[src/rtl/pipe_pkg.sv]
// Shared pipeline definitions: forward-select codes, default datapath width
// and the EX/MEM control bundle.
package pipe_pkg;

  localparam int DATA_W = 8;

  localparam logic [1:0] FWD_RF  = 2'd0;
  localparam logic [1:0] FWD_MEM = 2'd1;
  localparam logic [1:0] FWD_WB  = 2'd2;
  localparam logic [1:0] FWD_IN  = 2'd3;

  typedef struct packed {
    logic       valid;
    logic       we;
    logic       sw1;
    logic       sm2;
    logic       sw2;
    logic       mw;
    logic [2:0] ra;
    logic [2:0] rb;
  } ex_mem_ctrl_t;

endpackage

[src/rtl/fwd_mux4.sv]
// 4:1 operand bypass mux, selected by a forward code from the hazard unit.
module fwd_mux4
  import pipe_pkg::*;
#(
  parameter int W = DATA_W
) (
  input  logic [1:0]   sel_i,
  input  logic [W-1:0] rf_i,
  input  logic [W-1:0] mem_i,
  input  logic [W-1:0] wb_i,
  input  logic [W-1:0] in_i,
  output logic [W-1:0] op_o
);

  always_comb begin
    op_o = rf_i;
    case (sel_i)
      FWD_RF:  op_o = rf_i;
      FWD_MEM: op_o = mem_i;
      FWD_WB:  op_o = wb_i;
      FWD_IN:  op_o = in_i;
      default: op_o = rf_i;
    endcase
  end

endmodule

[src/rtl/ex_mem_stage.sv]
// Execute-stage operand bypass plus EX/MEM pipeline register with bubble
// insertion, saturating bubble counter and sticky stall watchdog.
module ex_mem_stage #(
  parameter int DATA_W    = 8,
  parameter int STALL_MAX = 2,
  parameter int CNT_W     = 16
) (
  input  logic              clk,
  input  logic              rst_n,
  input  logic              stall,
  input  logic              flush,
  input  logic [1:0]        forward_a,
  input  logic [1:0]        forward_b,
  input  logic [DATA_W-1:0] rf_a_ex,
  input  logic [DATA_W-1:0] rf_b_ex,
  input  logic [DATA_W-1:0] wb_data_wb,
  input  logic [DATA_W-1:0] in_port_wb,
  input  logic [DATA_W-1:0] alu_res_ex,
  input  logic              we_ex,
  input  logic              sw1_ex,
  input  logic              sm2_ex,
  input  logic              sw2_ex,
  input  logic              mw_ex,
  input  logic [2:0]        ra_ex,
  input  logic [2:0]        rb_ex,
  output logic [DATA_W-1:0] op_a_ex,
  output logic [DATA_W-1:0] op_b_ex,
  output logic              valid_mem,
  output logic              we_mem,
  output logic              sw1_mem,
  output logic              sm2_mem,
  output logic              sw2_mem,
  output logic              mw_mem,
  output logic [2:0]        ra_mem,
  output logic [2:0]        rb_mem,
  output logic [DATA_W-1:0] alu_res_mem,
  output logic [DATA_W-1:0] store_data_mem,
  output logic [CNT_W-1:0]  bubble_cnt,
  output logic              stall_err
);
  import pipe_pkg::*;

  localparam int RUN_W = (STALL_MAX < 2) ? 1 : $clog2(STALL_MAX + 1);

  ex_mem_ctrl_t      ctrl_q, ctrl_d;
  logic [DATA_W-1:0] alu_q, alu_d;
  logic [DATA_W-1:0] sd_q, sd_d;
  logic [CNT_W-1:0]  cnt_q, cnt_d;
  logic [RUN_W-1:0]  run_q, run_d;
  logic              err_q, err_d;
  logic              bubble;

  fwd_mux4 #(.W(DATA_W)) u_mux_a (
    .sel_i(forward_a), .rf_i(rf_a_ex), .mem_i(alu_q),
    .wb_i(wb_data_wb), .in_i(in_port_wb), .op_o(op_a_ex)
  );

  fwd_mux4 #(.W(DATA_W)) u_mux_b (
    .sel_i(forward_b), .rf_i(rf_b_ex), .mem_i(alu_q),
    .wb_i(wb_data_wb), .in_i(in_port_wb), .op_o(op_b_ex)
  );

  assign bubble = stall | flush;

  always_comb begin
    ctrl_d = '0;
    alu_d  = '0;
    sd_d   = '0;
    cnt_d  = cnt_q;
    if (bubble) begin
      if (cnt_q != '1) cnt_d = cnt_q + CNT_W'(1);
    end else begin
      ctrl_d = '{valid: 1'b1, we: we_ex, sw1: sw1_ex, sm2: sm2_ex,
                 sw2: sw2_ex, mw: mw_ex, ra: ra_ex, rb: rb_ex};
      alu_d  = alu_res_ex;
      sd_d   = op_b_ex;
    end
  end

  // A flush during a stall is a branch kill, not a hazard stall, so it breaks the run.
  always_comb begin
    run_d = '0;
    if (stall && !flush)
      run_d = (run_q == RUN_W'(STALL_MAX)) ? run_q : run_q + RUN_W'(1);
    err_d = err_q | (run_d == RUN_W'(STALL_MAX));
  end

  always_ff @(posedge clk or negedge rst_n) begin
    if (!rst_n) begin
      ctrl_q <= '0;
      alu_q  <= '0;
      sd_q   <= '0;
      cnt_q  <= '0;
      run_q  <= '0;
      err_q  <= 1'b0;
    end else begin
      ctrl_q <= ctrl_d;
      alu_q  <= alu_d;
      sd_q   <= sd_d;
      cnt_q  <= cnt_d;
      run_q  <= run_d;
      err_q  <= err_d;
    end
  end

  assign valid_mem      = ctrl_q.valid;
  assign we_mem         = ctrl_q.we;
  assign sw1_mem        = ctrl_q.sw1;
  assign sm2_mem        = ctrl_q.sm2;
  assign sw2_mem        = ctrl_q.sw2;
  assign mw_mem         = ctrl_q.mw;
  assign ra_mem         = ctrl_q.ra;
  assign rb_mem         = ctrl_q.rb;
  assign alu_res_mem    = alu_q;
  assign store_data_mem = sd_q;
  assign bubble_cnt     = cnt_q;
  assign stall_err      = err_q;

endmodule
[config.mk]
export PLATFORM = sky130hd
export DESIGN_NAME = ex_mem_stage
export DESIGN_NICKNAME = d
export VERILOG_FILES = /design/src/rtl/pipe_pkg.sv /design/src/rtl/fwd_mux4.sv /design/src/rtl/ex_mem_stage.sv
export SDC_FILE = /design/constraint.sdc
export NUM_CORES = 1
export LEC_CHECK = 0
export CELL_PAD_IN_SITES_DETAIL_PLACEMENT = 0
export CELL_PAD_IN_SITES_GLOBAL_PLACEMENT = 2
export CORE_MARGIN = 1.5
export CORE_UTILIZATION = 21
export DETAILED_ROUTE_END_ITERATION = 10
export GPL_TIMING_DRIVEN = 0
export PLACE_DENSITY = 0.85
export SYNTH_ARGS = -nofsm -noshare
export SYNTH_HDL_FRONTEND = slang
export SYNTH_SLANG_ARGS = --single-unit
export TNS_END_PERCENT = 30
[constraint.sdc]
create_clock -name clk -period 1.6 [get_ports clk]
set_input_delay 0.32 -clock clk [delete_from_list [all_inputs] [get_ports clk]]
set_output_delay 0.32 -clock clk [all_outputs]
set_load 0.02 [all_outputs]
==> results.toml, run 1 <==
[detailed_routing]
highest_layer = "met4"
viasPerCell = 4.23
dr.pass1.iters = 3
wl_met3_um = 365
wl_mm = 6.25
drtIter0Drc = 42
routedWlPerCell_um = 14.1
met2WireLength_mm = 3.17
drc_errors = 0
vias = 1876
met1_length_mm = 2.61
postRouteAntennaNets = 0

[worst_setup_path]
end_kind = "output port"
crit_path_start_kind = "input pin"
critPathKind = "in2out"
worst_ep_arrival_time_ps = 1400
required_ps = 1280
worstPathMaxFanout = 2

[synth]
seq_area_frac_synth_pct = 52.7
synthTopCellsByArea = "dfrtp_1 (53%), mux4_2 (16%), and2_1 (7.9%), xor2_1 (4.7%), nand2_1 (1.5%)"
yosys.area.top_type = "dfrtp_1"
synth_edf_count = 0
synth.cell_area_sq_um = 2230
yosys.area.top_type_share_pct = 52.7
synth_common_cells = "dfrtp_1 (47), and2_1 (28), mux4_2 (16)"
async_flop_share_pct = 100
synthMostInstantiatedCell = "dfrtp_1"
yosysWarningCount = 0
synth_ff_type = "dfrtp_1"
syn_area_per_cell_sq_um = 13.4
yosysUniqueCellTypes = 34
synth-seq-cells = 47
syn_nets = 228
syn_inst = 167

[pwr]
seq_power_share_pct = 40.0
p_leak_nw = 1.96
powerDensity_nw_per_um2 = 954
p_int_w = 0.00252
p_sw_w = 0.00119
combPwrFrac_pct = 36.1
vdd_drop_max_mv = 0.413
swShare_pct = 32.0
power.clock.fraction_pct = 23.9

[global_routing]
grt_overflow = 0
grt_usage_pct = 11.5
grt_max_degree = 40
grt_pass1_wl_mm = 10.1
grt_pass1_vias = 1892
antenna_found_initial = 0

[floorplanning]
fp.coreArea_sq_um = 10300
start_util_pct = 21.6
die_area_sq_um = 11200
chipHeight_um = 106
rows = 37
ioPinCount = 120
die_x_um = 106

[final_layout]
final_cells = 444
n_fill_cell = 1044
drive_gt1_share_pct = 27.6
final_core_util_pct = 37.6
insertedDiodeCount = 0
fin_area_sq_um = 3880
nets = 368
area.growth.synth_to_final_pct = 74.1

[outcome]
violations = "negative setup slack"
status = "finished, violations left"

[timing]
worst_pin_slew_ps = 523
timing.hold.ws_ps = 353
relSlewSlack_pct = 65.2
setup_viol = 17
fin_setup_tns_ps = -735
finalClockSkew_ps = 11.2
setup_slack_ps = -124
slew_viol_final = 0
rsz0062_at_grt = "true"
min_period_ps = 1720
clock.fmax_mhz = 580
finalHoldViolCount = 0
period_share_pct = 108

[clock_tree]
cts_made_buffers = 5
cts_root_buffer = "clkbuf_8"
clk_path_buf_depth = 2
clk_pin_slew_ps = 100
cts_sinks = 47
htreeDepth = 2
cts_tree = "done"
clk_latency_ps = 300

[place]
hpwlAfterDp_mm = 4.83
placed_area_sq_um = 3590
dp_cells = 419
gp_congestion = 0.744
portBuffers = 115

[hold_path]
hp-class = "in2reg"

[job]
maxCapViolCount = 0
==> registers in the layout, indices dropped and copies added, names as in the netlist <==
register,flops
rb_mem,3
sw2_mem,1
stall_err,1
sm2_mem,1
alu_res_mem,8
mw_mem,1
ra_mem,3
store_data_mem,8
bubble_cnt,16
we_mem,1
run_q,2
valid_mem,1
sw1_mem,1
==> worst max-delay path: stages <==
cell and delay [ps]:
clkdlybuf4s50_1 410, mux4_2 510, buf_6 160
==> per-stage QoR <==
stage	setup WS, ps	total power (W)
final	-124	0.00370
after global routing	-147	0.00393
after floorplan	-35.2	0.00205
after global placement	-1360	0.00264
after CTS	-156	0.00350
after detailed placement	-580	0.00266
==> cells in the final DEF, fill, tap and decap left out, drive strengths merged, types with 2 or more instances in the layout <==
master         count
clkinv             2
xor2              12
inv                4
clkbuf            10
nand2              9
a21oi              6
dfrtp             47
ha                 2
and2              28
buf               36
dlymetal6s2s       9
xnor2              2
mux4              16
nor3               2
dlygate4sd2       54
nand4b             2
nor4               4
a211oi             3
nand3              4
mux2               2
clkdlybuf4s50     35
nor2               4
nand4              3
==> kinds of logic (layout without fill, tap and decap cells) <==
family | after synthesis | count (layout) | synth area share [%]
compound gates | 14 | 14 | 4.32
buf+inv | 11 | 152 | 1.96
flops | 47 | 47 | 52.7
mux | 18 | 18 | 17.3
simple gates | 61 | 61 | 17.0
xor+xnor | 14 | 14 | 5.50
fa+ha+maj | 2 | 2 | 1.12
==> power groups by stage <==
stage,logic [W],clock network (W),registers [W]
floorplan,0.000416,0,0.00163
global placement,0.00113,0,0.00151
detailed placement,0.00114,0,0.00152
CTS,0.00107,0.000933,0.00150
global route,0.00146,0.000966,0.00150
finish,0.00134,0.000885,0.00148
==> final timing paths <==
check,startpoint,to,slack (ps),cells past startpoint
setup reg to reg,bubble_cnt[1],bubble_cnt[9],-40,6
hold reg to reg,stall_err,stall_err,460,1
hold / removal,flush,run_q[0],350,2
setup / recovery,wb_data_wb[6],op_b_ex[6],-120,3
min in group asynchronous,rst_n,bubble_cnt[7],390,2
max in group asynchronous,rst_n,bubble_cnt[4],710,3
==> final cells by class <==
type                       instances  area (sq um)  share of cell area [%]
timing repair buffer             133          1270                    32.7
tap                              136           170                    4.38
inverter                           4          15.0                   0.387
clock inverter                     3          43.8                    1.13
multi-input combinational        109          1090                    28.0
sequential                        47          1190                    30.6
clock buffer                       5          68.8                    1.77
buffer                             7          38.8                   0.999
==> layer usage <==
metal  track usage [%]  up-vias
met2              19.2       62
met1              14.6      928
met5                 0        -
met4              3.38        0
li1                  -      878
met3              3.13        8
==> what timing repair did <==
action	4_1_cts	5_1_grt
hold buffers	1	0
endpoints found under the setup margin	64	48
cloned	0	0
buffers inserted	1	15
hold endpoints to repair	8	0
resized for setup	156	24
pin swaps	0	4
Note: power is estimated with default switching activity, not from simulation.
==> run 2, diff against run 1 <==
--- a/config.mk
+++ b/config.mk
@@ -5,7 +5,7 @@
 export SDC_FILE = /design/constraint.sdc
 export NUM_CORES = 1
 export LEC_CHECK = 0
-export CELL_PAD_IN_SITES_DETAIL_PLACEMENT = 0
+export CELL_PAD_IN_SITES_DETAIL_PLACEMENT = 2
 export CELL_PAD_IN_SITES_GLOBAL_PLACEMENT = 2
 export CORE_MARGIN = 1.5
 export CORE_UTILIZATION = 21
==> run 2 against run 1 <==
The run still ends with negative setup slack left; sequential power is essentially flat; final area increased by 2.9%; fmax up 1.6%.
==> results.toml, run 2 (synthesis gave the netlist of run 1 again) <==
[timing]
relSlewSlack_pct = 64.8
timing.hold.ws_ps = 391
rsz0062_at_grt = "true"
finalClockSkew_ps = 14.4
min_period_ps = 1700
worst_pin_slew_ps = 528
finalHoldViolCount = 0
period_share_pct = 106
clock.fmax_mhz = 589
setup_slack_ps = -97.3
setup_viol = 17
slew_viol_final = 0

[detailed_routing]
viasPerCell = 4.35
drtIter0Drc = 58
postRouteAntennaNets = 0
wl_mm = 7.85
drc_errors = 0
routedWlPerCell_um = 17.3
dr.pass1.iters = 4
vias = 1975

[final_layout]
insertedDiodeCount = 0
ff_latch_area_sq_um = 1190
area.growth.synth_to_final_pct = 79.1
final_common_cell = "dlygate4sd2_1"
multi_input_area_sq_um = 1130
largest_reg_flops = 16
n_fill_cell = 1098
drive_gt1_share_pct = 31.1
nets = 378
final_cell_mix = "dlygate4sd2_1 (53), dfrtp_1 (37), clkdlybuf4s50_1 (30)"

[global_routing]
antenna_found_initial = 0
grt_max_degree = 40
grt-busiest-layer = "met2"
grt_usage_pct = 13.4
use_met3_pct = 2.94
grt_pass1_wl_mm = 11.6
grtUsageMet1_pct = 15.6
use_met2_pct = 24.9
grt_overflow = 0
grt_pass1_vias = 2148

[clock_tree]
clk_latency_ps = 310
cts_tree = "done"
htreeDepth = 2
cts_sinks = 47
cts_root_buffer = "clkbuf_8"
cts_made_buffers = 5
clk_pin_slew_ps = 110
clk_path_buf_depth = 2

[floorplanning]
fp.coreArea_sq_um = 10300
chipHeight_um = 106
rows = 37
die_area_sq_um = 11200
ioPinCount = 120
die_x_um = 106
start_util_pct = 21.6

[worst_setup_path]
worst_ep_arrival_time_ps = 1380
critPathKind = "reg2out"
required_ps = 1280
worstPathMaxFanout = 3
end_kind = "output port"
crit_path_start_kind = "register"

[place]
portBuffers = 115
dp_slack_ps = -648
hpwlAfterDp_mm = 5.78
gp_congestion = 0.744

[job]
maxCapViolCount = 0

[outcome]
status = "finished, violations left"
violations = "negative setup slack"

[pwr]
p_leak_nw = 2.09
vdd_drop_max_mv = 0.340
powerDensity_nw_per_um2 = 929
power.total_w = 0.00371

[hold_path]
hp-class = "in2async"
## run 2: cell types whose count changed in the layout (fill, tap and decap cells not counted), moves of 2 or more
cell and delta:
clkdlybuf4s50_1 -5, dfrtp_2 +2, dfrtp_1 -2, buf_4 +11
dlymetal6s2s_1 +6
## run 2: per-stage QoR
stage | utilization, % | setup TNS [ps] | area, sq um | instances
6_report | 38.7 | -694 | 3990 | 454
3_5_place_dp | 34.8 | -21310 | 3590 | 419
3_3_place_gp | 34.6 | -75340 | 3570 | 418
2_1_floorplan | - | -48.9 | 2250 | 167
5_1_grt | 38.7 | -1610 | 3990 | 454
4_1_cts | 36.0 | -1400 | 3720 | 433
## run 2: final cells by class
| class | instances | share of cell area [%] |
|---|---|---|
| buffer | 7 | 0.971 |
| clock buffer | 5 | 1.72 |
| clock inverter | 3 | 0.470 |
| inverter | 4 | 0.376 |
| multi-input combinational | 109 | 28.3 |
| sequential | 47 | 29.8 |
| tap | 136 | 4.26 |
| timing repair buffer | 143 | 34.1 |
## run 2: report_power, final
part / leakage [nW] / internal (W) / switching, W
logic: 1.43 / 0.000788 / 0.000696
clock network: 0.0483 / 0.000309 / 0.000426
registers: 0.609 / 0.00133 / 0.000159
total: 2.09 / 0.00243 / 0.00128
## run 2: layer usage
| metal | routed length (um) | share of wire [%] | up-vias |
|---|---|---|---|
| li1 | - | - | 897 |
| met4 | 27 | 0.34 | 0 |
| met3 | 347 | 4.4 | 2 |
| met1 | 2950 | 38 | 1019 |
| met5 | 0 | 0 | - |
| met2 | 4530 | 58 | 57 |
## run 2: worst paths after layout
path,from,endpoint,slack (ps),depth (start not counted)
min reg2reg,stall_err,stall_err,470,1
max in group asynchronous,rst_n,bubble_cnt[4],700,3
max reg2reg,bubble_cnt[0],bubble_cnt[13],-10,6
min,rst_n,bubble_cnt[7],390,2
min in group clk,flush,run_q[0],410,2
max,alu_res_mem[6],op_b_ex[6],-100,2
## run 2: worst max-delay path, cell delays in order (launching register included)
cell     delay (ps)
dfrtp_1         420
mux4_2          500
buf_6           160
## run 2: what timing repair did
item,in CTS,in global routing
endpoints found under the setup margin,65,52
gates resized for setup,162,30
buffers inserted,5,21
hold buffers,1,0
pin swaps,1,2
hold endpoints to repair,8,0
